$ cat src/rtl/execute_stage.sv
// rtl/execute_stage.sv - Y86-64 execute stage: ALU, condition codes, branch/cmov condition, E->M register.
module execute_stage #(
  parameter int         W     = 64,
  parameter logic [3:0] RNONE = 4'hF
) (
  input  logic         clk,
  input  logic         rst,
  input  logic         e_valid,
  input  logic [3:0]   e_icode,
  input  logic [3:0]   e_ifun,
  input  logic [W-1:0] e_valA,
  input  logic [W-1:0] e_valB,
  input  logic [W-1:0] e_valC,
  input  logic [3:0]   e_dstE,
  input  logic         stall,
  input  logic         bubble,
  input  logic         set_cc_en,
  output logic         m_valid,
  output logic [3:0]   m_icode,
  output logic         m_cnd,
  output logic [W-1:0] m_valE,
  output logic [W-1:0] m_valA,
  output logic [3:0]   m_dstE,
  output logic         cc_zf,
  output logic         cc_sf,
  output logic         cc_of
);

  localparam logic [W-1:0] PLUS8  = {{(W-4){1'b0}}, 4'h8};
  localparam logic [W-1:0] MINUS8 = {{(W-4){1'b1}}, 4'h8};

  logic         r_valid, r_cnd, r_zf, r_sf, r_of;
  logic [3:0]   r_icode, r_dstE;
  logic [W-1:0] r_valE, r_valA;

  logic [W-1:0] w_alu_a, w_alu_b, w_valE;
  logic         w_of, w_cond, w_cnd, w_set_cc, w_lt;
  logic [3:0]   w_dstE;

  always_comb begin
    w_alu_a = '0;
    case (e_icode)
      4'h2, 4'h6:       w_alu_a = e_valA;
      4'h3, 4'h4, 4'h5: w_alu_a = e_valC;
      4'h8, 4'hA:       w_alu_a = MINUS8;
      4'h9, 4'hB:       w_alu_a = PLUS8;
      default:          w_alu_a = '0;
    endcase
    w_alu_b = '0;
    case (e_icode)
      4'h4, 4'h5, 4'h6, 4'h8, 4'h9, 4'hA, 4'hB: w_alu_b = e_valB;
      default:                                  w_alu_b = '0;
    endcase
  end

  // Only OPq selects a non-add function; everything else is an address/pass-through add.
  always_comb begin
    w_valE = w_alu_b + w_alu_a;
    w_of   = (w_alu_a[W-1] == w_alu_b[W-1]) && (w_valE[W-1] != w_alu_a[W-1]);
    if (e_icode == 4'h6) begin
      case (e_ifun)
        4'h0: ;
        4'h1: begin
          w_valE = w_alu_b - w_alu_a;
          w_of   = (w_alu_b[W-1] != w_alu_a[W-1]) && (w_valE[W-1] != w_alu_b[W-1]);
        end
        4'h2: begin
          w_valE = w_alu_b & w_alu_a;
          w_of   = 1'b0;
        end
        4'h3: begin
          w_valE = w_alu_b ^ w_alu_a;
          w_of   = 1'b0;
        end
        default: begin
          w_valE = '0;
          w_of   = 1'b0;
        end
      endcase
    end
  end

  always_comb begin
    w_lt   = r_sf ^ r_of;
    w_cond = 1'b0;
    case (e_ifun)
      4'h0:    w_cond = 1'b1;
      4'h1:    w_cond = w_lt | r_zf;
      4'h2:    w_cond = w_lt;
      4'h3:    w_cond = r_zf;
      4'h4:    w_cond = !r_zf;
      4'h5:    w_cond = !w_lt;
      4'h6:    w_cond = !w_lt && !r_zf;
      default: w_cond = 1'b0;
    endcase
    w_cnd    = (e_icode == 4'h2 || e_icode == 4'h7) ? w_cond : 1'b1;
    w_dstE   = (e_icode == 4'h2 && !w_cnd) ? RNONE : e_dstE;
    w_set_cc = e_valid && (e_icode == 4'h6) && (e_ifun <= 4'h3) && set_cc_en
               && !stall && !bubble;
  end

  always_ff @(posedge clk) begin
    if (rst) begin
      r_valid <= 1'b0;
      r_icode <= 4'h1;
      r_cnd   <= 1'b0;
      r_valE  <= '0;
      r_valA  <= '0;
      r_dstE  <= RNONE;
      r_zf    <= 1'b1;
      r_sf    <= 1'b0;
      r_of    <= 1'b0;
    end else if (!stall) begin
      if (bubble || !e_valid) begin
        r_valid <= 1'b0;
        r_icode <= 4'h1;
        r_cnd   <= 1'b0;
        r_valE  <= '0;
        r_valA  <= '0;
        r_dstE  <= RNONE;
      end else begin
        r_valid <= 1'b1;
        r_icode <= e_icode;
        r_cnd   <= w_cnd;
        r_valE  <= w_valE;
        r_valA  <= e_valA;
        r_dstE  <= w_dstE;
      end
      if (w_set_cc) begin
        r_zf <= (w_valE == '0);
        r_sf <= w_valE[W-1];
        r_of <= w_of;
      end
    end
  end

  assign m_valid = r_valid;
  assign m_icode = r_icode;
  assign m_cnd   = r_cnd;
  assign m_valE  = r_valE;
  assign m_valA  = r_valA;
  assign m_dstE  = r_dstE;
  assign cc_zf   = r_zf;
  assign cc_sf   = r_sf;
  assign cc_of   = r_of;

endmodule

$ cat config.mk
export PLATFORM = sky130hd
export DESIGN_NAME = execute_stage
export DESIGN_NICKNAME = d
export VERILOG_FILES = /design/src/rtl/execute_stage.sv
export SDC_FILE = /design/constraint.sdc
export NUM_CORES = 1
export LEC_CHECK = 0
export ABC_CLOCK_PERIOD_IN_PS = 6500
export BUFFER_PORTS_ARGS = -buffer_cell sky130_fd_sc_hd__buf_2
export CAP_MARGIN = 20
export CORE_MARGIN = 3
export CORE_UTILIZATION = 35
export CTS_CLUSTER_DIAMETER = 150
export DETAILED_ROUTE_END_ITERATION = 10
export PLACE_DENSITY = 0.63
export SETUP_SLACK_MARGIN = 0.4
export SYNTH_ARGS = -nofsm -noshare
export SYNTH_HDL_FRONTEND = slang
export SYNTH_SLANG_ARGS = --single-unit
$ cat constraint.sdc
create_clock -name clk -period 6.5 [get_ports clk]
set_clock_uncertainty 0.1 [all_clocks]
set_input_delay 1.3 -clock clk [delete_from_list [all_inputs] [get_ports clk]]
set_output_delay 1.3 -clock clk [all_outputs]
set_load 0.01 [all_outputs]
; Word level (Yosys, flattened, before mapping)
; Cells that the tools add are included.
[classes]
order_cmp = 1
muxes = 15
addsub = 2
n_bitwise = 5
eq_ne = 20
n_reduce_logical = 25
[ops]
columns = op, count
row1 = one-hot mux 64 bit (4 select lines), 2
row2 = 2-to-1 mux 64 bit, 4
row3 = adder 64 bit, 1
row4 = bitwise AND 64 bit, 1
row5 = logical NOT 64 bit, 1
row6 = subtractor 64 bit, 1
row7 = bitwise XOR 64 bit, 1
row8 = == test 4 x 3 -> 1 bit (second input constant), 7
row9 = == test 4 x 2 -> 1 bit (second input constant), 4
row10 = == test 4 bit (second input constant), 4
row11 = 2-to-1 mux 4 bit, 3
row12 = logical AND 1 bit, 9
row13 = one-hot mux 1 bit (7 select lines), 1
row14 = OR reduction 7 bit, 1
row15 = logical NOT 1 bit, 6
row16 = OR reduction 2 bit, 3
row17 = == test 4 x 1 -> 1 bit (second input constant), 1
row18 = less-or-equal comparator 4 x 2 -> 1 bit (second input constant), 1
row19 = logical NOT 4 bit, 1
row20 = 2-to-1 mux 1 bit, 4
row21 = inequality test 1 bit, 3
row22 = OR reduction 3 bit, 1
row23 = logical OR 1 bit, 2
row24 = one-hot mux 1 bit (2 select lines), 1
row25 = 5 further kinds, 5
[totals]
in_bits = 210
output_inout_bits = 141
word_cells = 77
ff_bits = 141

; Longest topological paths before layout
; Gate-level depths: netlist of the first run.
[depth]
ltp_word = 9
mapped_depth = 23
mapped_depth_nobuf = 20

; Least setup slack after synthesis of the first run
; Ideal clock, no wire load.
[synth_path]
path_kind = input to register
start = input e_icode[2]
end = register r_zf, in the netlist cc_zf
path_stages = 21
setup_ns = 0.058
path_buffers = 2
arrival_time_ns = 6.862
path_slack_ns = -0.520
path_cell_list = clkbuf_1 > mux2_2 > nor2_1 > clkbuf_1 > a22o_1 > ha_1 > inv_1 > fa_1 > o21bai_1 > nand3_1 > a2111oi_1 > o21ai_1 > o211ai_1 > o21ai_2 > xnor2_1 > a2111oi_0 > o2111ai_1 > or4_1 > a2111o_1 > nor4_2 > a211o_1
[synth_between]
elab_chain_len = 7
[synth_lines]
columns = element, line_no
row1 = "start, declared", 9  ; input logic [3:0] e_icode,
row2 = "== test 4 x 3 -> 1 bit, or another cell as far along", "42, 50"
row3 = "OR reduction 3 bit, or another cell as far along", 42  ; case (e_icode)
row4 = "one-hot mux 64 bit (4 select lines), or another cell as far along", 42
row5 = "subtractor 64 bit, or another cell as far along", 64  ; w_valE = w_alu_b - w_alu_a;
row6 = one-hot mux 64 bit (4 select lines) / logical AND 1 bit (equally long branches), "61, 99"
row7 = 2-to-1 mux 64 bit / logical AND 1 bit (equally long branches), "60, 99"
row8 = logical NOT 64 bit / AND reduction 2 bit (equally long branches), -
row9 = "end signal, assigned", 130  ; r_zf <= (w_valE == '0);
row10 = "end, declared", 32  ; logic r_valid, r_cnd, r_zf, r_sf, r_of;
; Parallel ways exist; a longest one is shown, timed or not.
; A chain may end at the register's enable or synchronous reset.

; Final worst setup path of the first run
; Same ends and word-level chain as after synthesis.

==> metrics.md, run 1 <==
| Metric | Value |
|---|---|
| Fin crit period | `6.080 ns` |
| Number of standard cells after synthesis | `2486` |
| Total of endpoints with negative setup slack in the final report | `0` |
| Crit-path slowest cell | `sky130_fd_sc_hd__nor3_1` |
| Leading register cell type out of synthesis | `sky130_fd_sc_hd__dfxtp_1` |
| Clock insertion delay at the later pin of the skew report | `0.49 ns` |
| TritonCTS clock tree | `yes` |
| #FFs+latches synth | `141` |
| # port buffers | `350` |
| Syn_area_per_cell | `6.936 sq um` |
| Starting density of the core | `35.74%` |
| Vias after detailed routing | `23970` |
| Number of placed cells counting well taps | `3891` |
| Fraction of the mapped netlist area in compound gates | `38.66%` |
| Growth of design area from synthesis to finish | `49.29%` |
| Measured slew at the worst slew-check pin | `0.9584 ns` |
| Stage delay of the slowest cell on the critical path | `0.76 ns` |
| Setup repair after global routing missed its margin | `true` |
| Largest area contributor in the netlist | `sky130_fd_sc_hd__dfxtp_1` |
| Net Count, Synth | `2839` |
| Die span in x | `228.0 microns` |
| Vias in the first global route | `23460` |
| Setup TNS | `0 ns` |
| Num CTS Buffers | `17` |
| CTS clock-pin slew for the worst setup and hold paths | `0.07 ns` |
| Type of the worst min-delay path | `reg -> reg` |
| Maximum net fanout on the critical path | `24` |
| Warning count from the yosys run | `0` |
| Final worst path period share | `93.53%` |
| Xor and xnor area share after synthesis | `2.438%` |
| Final global-route overflow total | `0` |
| Average wire length per cell after detail routing | `26.27 microns` |
| Peak clock frequency supported by timing | `164.5 MHz` |
| Combined area of all synthesized cells | `17240 sq um` |
| # IOs | `351` |
| Type of the setup path with the least slack | `in -> reg` |
| Maximum root-to-sink buffer count | `2` |
| Synth cell count leaders | `sky130_fd_sc_hd__nor2_1 (288), sky130_fd_sc_hd__a21oi_1 (233), sky130_fd_sc_hd__nand2_1 (185), sky130_fd_sc_hd__clkbuf_1 (152)` |
| HPWL after detailed placement | `82100 microns` |
| Outcome | `finished clean` |
| Sequential cell area fraction in the yosys report | `16.37%` |
| Number of fill cells | `4844` |
| Number of flops mapped to enable cells by yosys | `0` |
| Worst path most repeated cell | `sky130_fd_sc_hd__buf_4` |
| Post-synthesis mux area share | `1.175%` |
| Fin. Hold Viols | `0` |
| Master cell of the clock root buffer | `sky130_fd_sc_hd__clkbuf_16` |
| Total power divided by cell area | `177.3 nW/um^2` |
| Drt total wl | `104000 microns` |
| Fraction of final layout cells sized beyond drive strength 1 | `36.56%` |
| Max Cap Violations | `0` |
| Worst hold margin | `0.3686 ns` |
| CTS sink cnt | `141` |
| Arithmetic-cell share of the synthesized area counting full adders, half adders and majority gates | `10.46%` |
| Share of the synthesized area in the top cell type | `16.37%` |
| Global-route wire length before repair | `150100 microns` |
| H-tree depth | `4` |
| Largest family of logic cells by synthesized area | `compound AO/OA/AOI/OAI gates` |
| Max-slew violations | `0` |
| Number of detailed-routing iterations run before antenna repair | `6` |
| Total core area | `48250 sq um` |
| Launching element type of the critical path | `primary input` |
| Post-layout nets | `3642` |
| Simple-gate share of the synthesized area | `23.70%` |
| Detailed-route DRC error count | `0` |
| Worst EP required | `6.84 ns` |
| Antenna violation net count after detailed routing | `0` |
| Library cell with the highest instance count after synthesis | `sky130_fd_sc_hd__nor2_1` |
| Die footprint | `51970 sq um` |
| Total routing resource utilization after global routing | `37.82%` |
| Worst IR drop on VDD | `0.2012 mV` |
| Pin count of the biggest net entering global routing | `79` |
| Count of placed standard cells in the final layout, fillers left out | `3958` |
| Global placement routability congestion | `1.053` |
| Row count | `80` |
| Yosys cell types | `92` |
| Initial antenna violation count | `0` |
| Synth top area cells | `sky130_fd_sc_hd__dfxtp_1 (16%), sky130_fd_sc_hd__ha_1 (10%), sky130_fd_sc_hd__a21oi_1 (6.8%), sky130_fd_sc_hd__nor2_1 (6.3%), sky130_fd_sc_hd__a22oi_1 (5.3%)` |
| Data arrival time of the critical path | `6.42 ns` |
| Critical path endpoint category | `flop` |
| Vias per cell | `6.055` |
| Iteration-0 DRC count of the detailed router | `2144` |
| Cells along the critical path | `buf_8, mux2_4, nor2_4, buf_6, buf_4, buf_6, a221oi_1, ha_1, buf_4, nand4_1, nor3_1, o311ai_2, buf_4, a21oi_1, buf_4, a31o_2, a21oi_1, a32o_1, a211oi_4, nand3_1, nor4_2, a211o_1` |
| Headroom to the max-slew limit | `35.93%` |
| Leakage power | `11.93 nW` |
| Async set-or-reset flop fraction in the synthesized netlist | `0%` |
| Y dimension of the die | `228.0 microns` |
[stage by stage]
stage | power, mW | area, sq um | utilization, % | setup WS [ns]
2_1_floorplan | 2.072 | 17360 | - | 0.4101
3_3_place_gp | 3.279 | 23740 | 49.20 | -0.8167
3_5_place_dp | 3.290 | 23740 | 49.20 | -0.8012
4_1_cts | 4.389 | 24610 | 51.02 | 0.4003
5_1_grt | 4.756 | 25740 | 53.35 | 0.3187
6_report | 4.565 | 25740 | 53.36 | 0.4203
[kinds of logic after synthesis]
family | after synthesis
buffers and inverters | 324
XOR/XNOR | 48
AND/OR/NAND/NOR | 845
adder cells (fa/ha/maj) | 143
AO/OA/AOI/OAI | 966
flip-flops | 141
multiplexers | 19
[layout by cell type (no fill, tap or decap), drive strengths merged, types with 20 or more instances in the layout]
cell type	netlist	layout
o21ai	138	138
nand4	45	45
nor2b	96	96
a31oi	22	22
o21a	20	20
dfxtp	141	141
a211oi	35	35
xnor2	44	44
nor2	288	288
o211ai	42	42
nand2b	22	22
o21bai	29	29
ha	141	141
a22oi	121	121
nand3	40	40
nor4	37	37
a21o	44	44
clkbuf	152	23
nor3	47	47
nand2	185	185
buf	31	963
inv	139	140
o31ai	38	38
o22ai	25	25
a221oi	74	74
a21oi	233	233
[path summary, 6_finish.rpt]
check | from | end | slack [ns] | cells past startpoint
setup reg to reg | cc_of | m_cnd | 4.71 | 7
hold / removal | m_valid | m_valid | 0.37 | 2
hold reg to reg | m_valid | m_valid | 0.37 | 2
setup / recovery | e_icode[2] | cc_zf | 0.42 | 22
[per-layer routing]
metal	GRT usage (%)	routed length [microns]	vias up
met5	0	0	-
met2	65.78	49870	1097
met3	4.990	6467	275
li1	-	-	10920
met4	21.03	6636	0
met1	44.98	41000	11680
[what timing repair did]
action,CTS,global route
buffers inserted,7,23
pin swaps,8,56
gates resized for setup,47,165
setup endpoints to repair,9,7
cloned,1,4
hold endpoints to repair,0,0
hold buffers,0,0
[state kept, by name (all words and copies together), names as in the netlist]
register and cells:
cc_of 1, cc_zf 1, m_valA 64, m_valid 1, m_cnd 1, m_valE 64, m_icode 4, m_dstE 4
cc_sf 1
[layout make-up]
| class | instances | area [sq um] | area share, % |
|---|---|---|---|
| antenna | 1 | 2.502 | 0.009721 |
| inverter | 141 | 533.0 | 2.070 |
| clock inverter | 12 | 137.6 | 0.5346 |
| timing repair buffer | 967 | 6736 | 26.17 |
| clock buffer | 19 | 442.9 | 1.721 |
| multi-input combinational | 2021 | 14250 | 55.34 |
| sequential | 141 | 2823 | 10.96 |
| tap | 656 | 820.8 | 3.188 |
[critical path, delay by kind of cell]
family                     cells  cell delay, ns
AOI/OAI and AO/OA              8            1.71
adders and majority gates      1            0.35
muxes                          1            0.31
and+or+nand+nor                5            1.54
buffers and inverters          7            1.15
[where the power goes]
group	internal (mW)	switching, mW	total (mW)
registers	0.887	0.0133	0.901
clock network	0.575	0.477	1.05
logic	1.11	1.51	2.61
(Power assumes the default switching activity.)
==> run 2, diff against run 1 <==
- CORE_MARGIN: 3 -> 8
- RECOVER_POWER: unset -> 25
==> metrics.md, run 2 (synthesis results as in run 1) <==
| Metric | Value |
|---|---|
| Outcome | `finished clean` |
| Share of power burned in combinational logic | `56.9%` |
| Count of placed standard cells in the final layout, fillers left out | `3989` |
| H-tree depth | `4` |
| Iteration-0 DRC count of the detailed router | `2218` |
| Master cell of the clock root buffer | `sky130_fd_sc_hd__clkbuf_16` |
| CTS clock-pin slew for the worst setup and hold paths | `0.07 ns` |
| Average wire length per cell after detail routing | `25.11 microns` |
| Worst hold margin | `0.3671 ns` |
| Row count | `81` |
| Total net switching power | `1.989 mW` |
| Worst IR drop on VDD | `0.1738 mV` |
| Die span in x | `238.0 microns` |
| Fin crit period | `6.024 ns` |
| Num CTS Buffers | `17` |
| Number of fill cells | `4822` |
| Fin. Hold Viols | `0` |
| Post-layout nets | `3663` |
| Initial antenna violation count | `2` |
| Worst Slack Setup Final | `0.4765 ns` |
| Setup TNS | `0 ns` |
| Relative contribution of the clock network to total power | `23.2%` |
| Final global-route overflow total | `0` |
| Share of the core filled with cells in the final layout | `53.17%` |
| Pin count of the biggest net entering global routing | `91` |
| Total power divided by cell area | `174.9 nW/um^2` |
| # port buffers | `350` |
| Peak clock frequency supported by timing | `166.0 MHz` |
| Total core area | `48750 sq um` |
| Total routing resource utilization after global routing | `33.29%` |
| Type of the setup path with the least slack | `in -> reg` |
| Maximum root-to-sink buffer count | `2` |
| Portion of total power attributed to sequential cells | `19.9%` |
| # IOs | `351` |
| Vias after detailed routing | `23970` |
| DP Area | `23970 sq um` |
| Sw Ratio | `43.88%` |
| Drt total wl | `100200 microns` |
| Leakage power | `11.78 nW` |
| Final worst path period share | `92.67%` |
| Setup repair after global routing missed its margin | `false` |
| Worst EP required | `6.84 ns` |
| Antenna violation net count after detailed routing | `0` |
| Y dimension of the die | `238.0 microns` |
| Global placement routability congestion | `1.091` |
| Critical path endpoint category | `flop` |
| HPWL after detailed placement | `79880 microns` |
| Vias per cell | `6.009` |
| Number of detailed-routing iterations run before antenna repair | `6` |
| Fraction of final layout cells sized beyond drive strength 1 | `35.48%` |
| Growth of design area from synthesis to finish | `50.32%` |
| Count of hold buffers inserted by post-cts repair | `0` |
| Maximum net fanout on the critical path | `7` |
| Most common cell after layout, fill and taps aside | `sky130_fd_sc_hd__buf_4` |
| Type of the worst min-delay path | `reg -> reg` |
| TritonCTS clock tree | `yes` |
| Clock insertion delay at the later pin of the skew report | `0.50 ns` |
| Measured slew at the worst slew-check pin | `0.9840 ns` |
| Max Cap Violations | `0` |
| Starting density of the core | `35.37%` |
| Total of endpoints with negative setup slack in the final report | `0` |
| Max-slew violations | `0` |
| Power Internal | `2.544 mW` |
| Die footprint | `56630 sq um` |
| Headroom to the max-slew limit | `34.40%` |
| Global-route wire length before repair | `144800 microns` |
| Data arrival time of the critical path | `6.37 ns` |
| Number of placed cells counting well taps | `3924` |
| Place WS | `-0.4475 ns` |
| CTS sink cnt | `141` |
| Vias in the first global route | `23560` |
| Final cell area excluding filler cells | `25920 sq um` |
| Launching element type of the critical path | `primary input` |
| Total design power | `4.533 mW` |
| Most frequent cells in the layout | `sky130_fd_sc_hd__buf_4 (616), sky130_fd_sc_hd__nor2_1 (275), sky130_fd_sc_hd__buf_2 (274)` |
| Detailed-route DRC error count | `0` |
==> run 2: timing repair <==
| action | CTS | global route |
|---|---|---|
| endpoints found under the hold margin | 0 | 0 |
| resized for setup | 23 | 199 |
| endpoints found under the setup margin | 2 | 6 |
| buffers inserted | 2 | 27 |
| pin swaps | 3 | 58 |
| cloned | 0 | 2 |
==> run 2: path summary, 6_finish.rpt <==
check / slack, ns / start / cells after the start / end
min: 0.37 / m_valE[23] / 2 / m_valE[23]
max reg2reg: 4.74 / cc_of / 7 / m_cnd
min reg2reg: 0.37 / m_valE[23] / 2 / m_valE[23]
max: 0.48 / e_icode[1] / 24 / cc_zf
==> run 2: routing by layer <==
layer  share of wire, %  global-route usage [%]  routed length, microns
met1                 36                   36.34                   36340
met2                 49                   59.21                   49180
met3                7.2                   5.930                    7191
met4                7.4                   21.06                    7440
met5                  0                       0                       0
==> run 2: worst max-delay path: stages <==
cell	delay (ns)
sky130_fd_sc_hd__buf_4	0.11
sky130_fd_sc_hd__nand2_2	0.06
sky130_fd_sc_hd__mux2_4	0.29
sky130_fd_sc_hd__nor2_4	0.17
sky130_fd_sc_hd__buf_12	0.15
sky130_fd_sc_hd__clkbuf_16	0.17
sky130_fd_sc_hd__buf_6	0.10
sky130_fd_sc_hd__a221oi_1	0.07
sky130_fd_sc_hd__buf_4	0.15
sky130_fd_sc_hd__buf_6	0.11
sky130_fd_sc_hd__ha_4	0.24
sky130_fd_sc_hd__or4_4	0.53
sky130_fd_sc_hd__a2111oi_4	0.30
sky130_fd_sc_hd__o21ai_2	0.11
sky130_fd_sc_hd__buf_6	0.14
sky130_fd_sc_hd__o2111ai_4	0.27
sky130_fd_sc_hd__a31oi_4	0.16
sky130_fd_sc_hd__o311a_1	0.37
sky130_fd_sc_hd__a211oi_2	0.26
sky130_fd_sc_hd__o211ai_1	0.15
sky130_fd_sc_hd__or4_4	0.45
sky130_fd_sc_hd__a2111o_1	0.40
sky130_fd_sc_hd__nor4_2	0.15
sky130_fd_sc_hd__a211o_1	0.13
==> run 2: power by group through the flow <==
stage | combinational (mW) | sequential (mW) | clock [mW]
floorplan | 1.14 | 0.930 | 0
global placement | 2.33 | 0.919 | 0
detailed placement | 2.34 | 0.920 | 0
CTS | 2.37 | 0.900 | 1.07
global route | 2.73 | 0.903 | 1.09
finish | 2.58 | 0.901 | 1.05
==> run 2: layout make-up <==
cell class                 instances  area [sq um]  area share [%]
multi-input combinational       2021         14400           55.56
timing repair buffer             988          6740           26.00
sequential                       141          2823           10.89
tap                              664         830.8           3.205
inverter                         141         529.3           2.042
clock buffer                      18         439.2           1.694
clock inverter                    14         152.6          0.5889
antenna                            2         5.005         0.01931
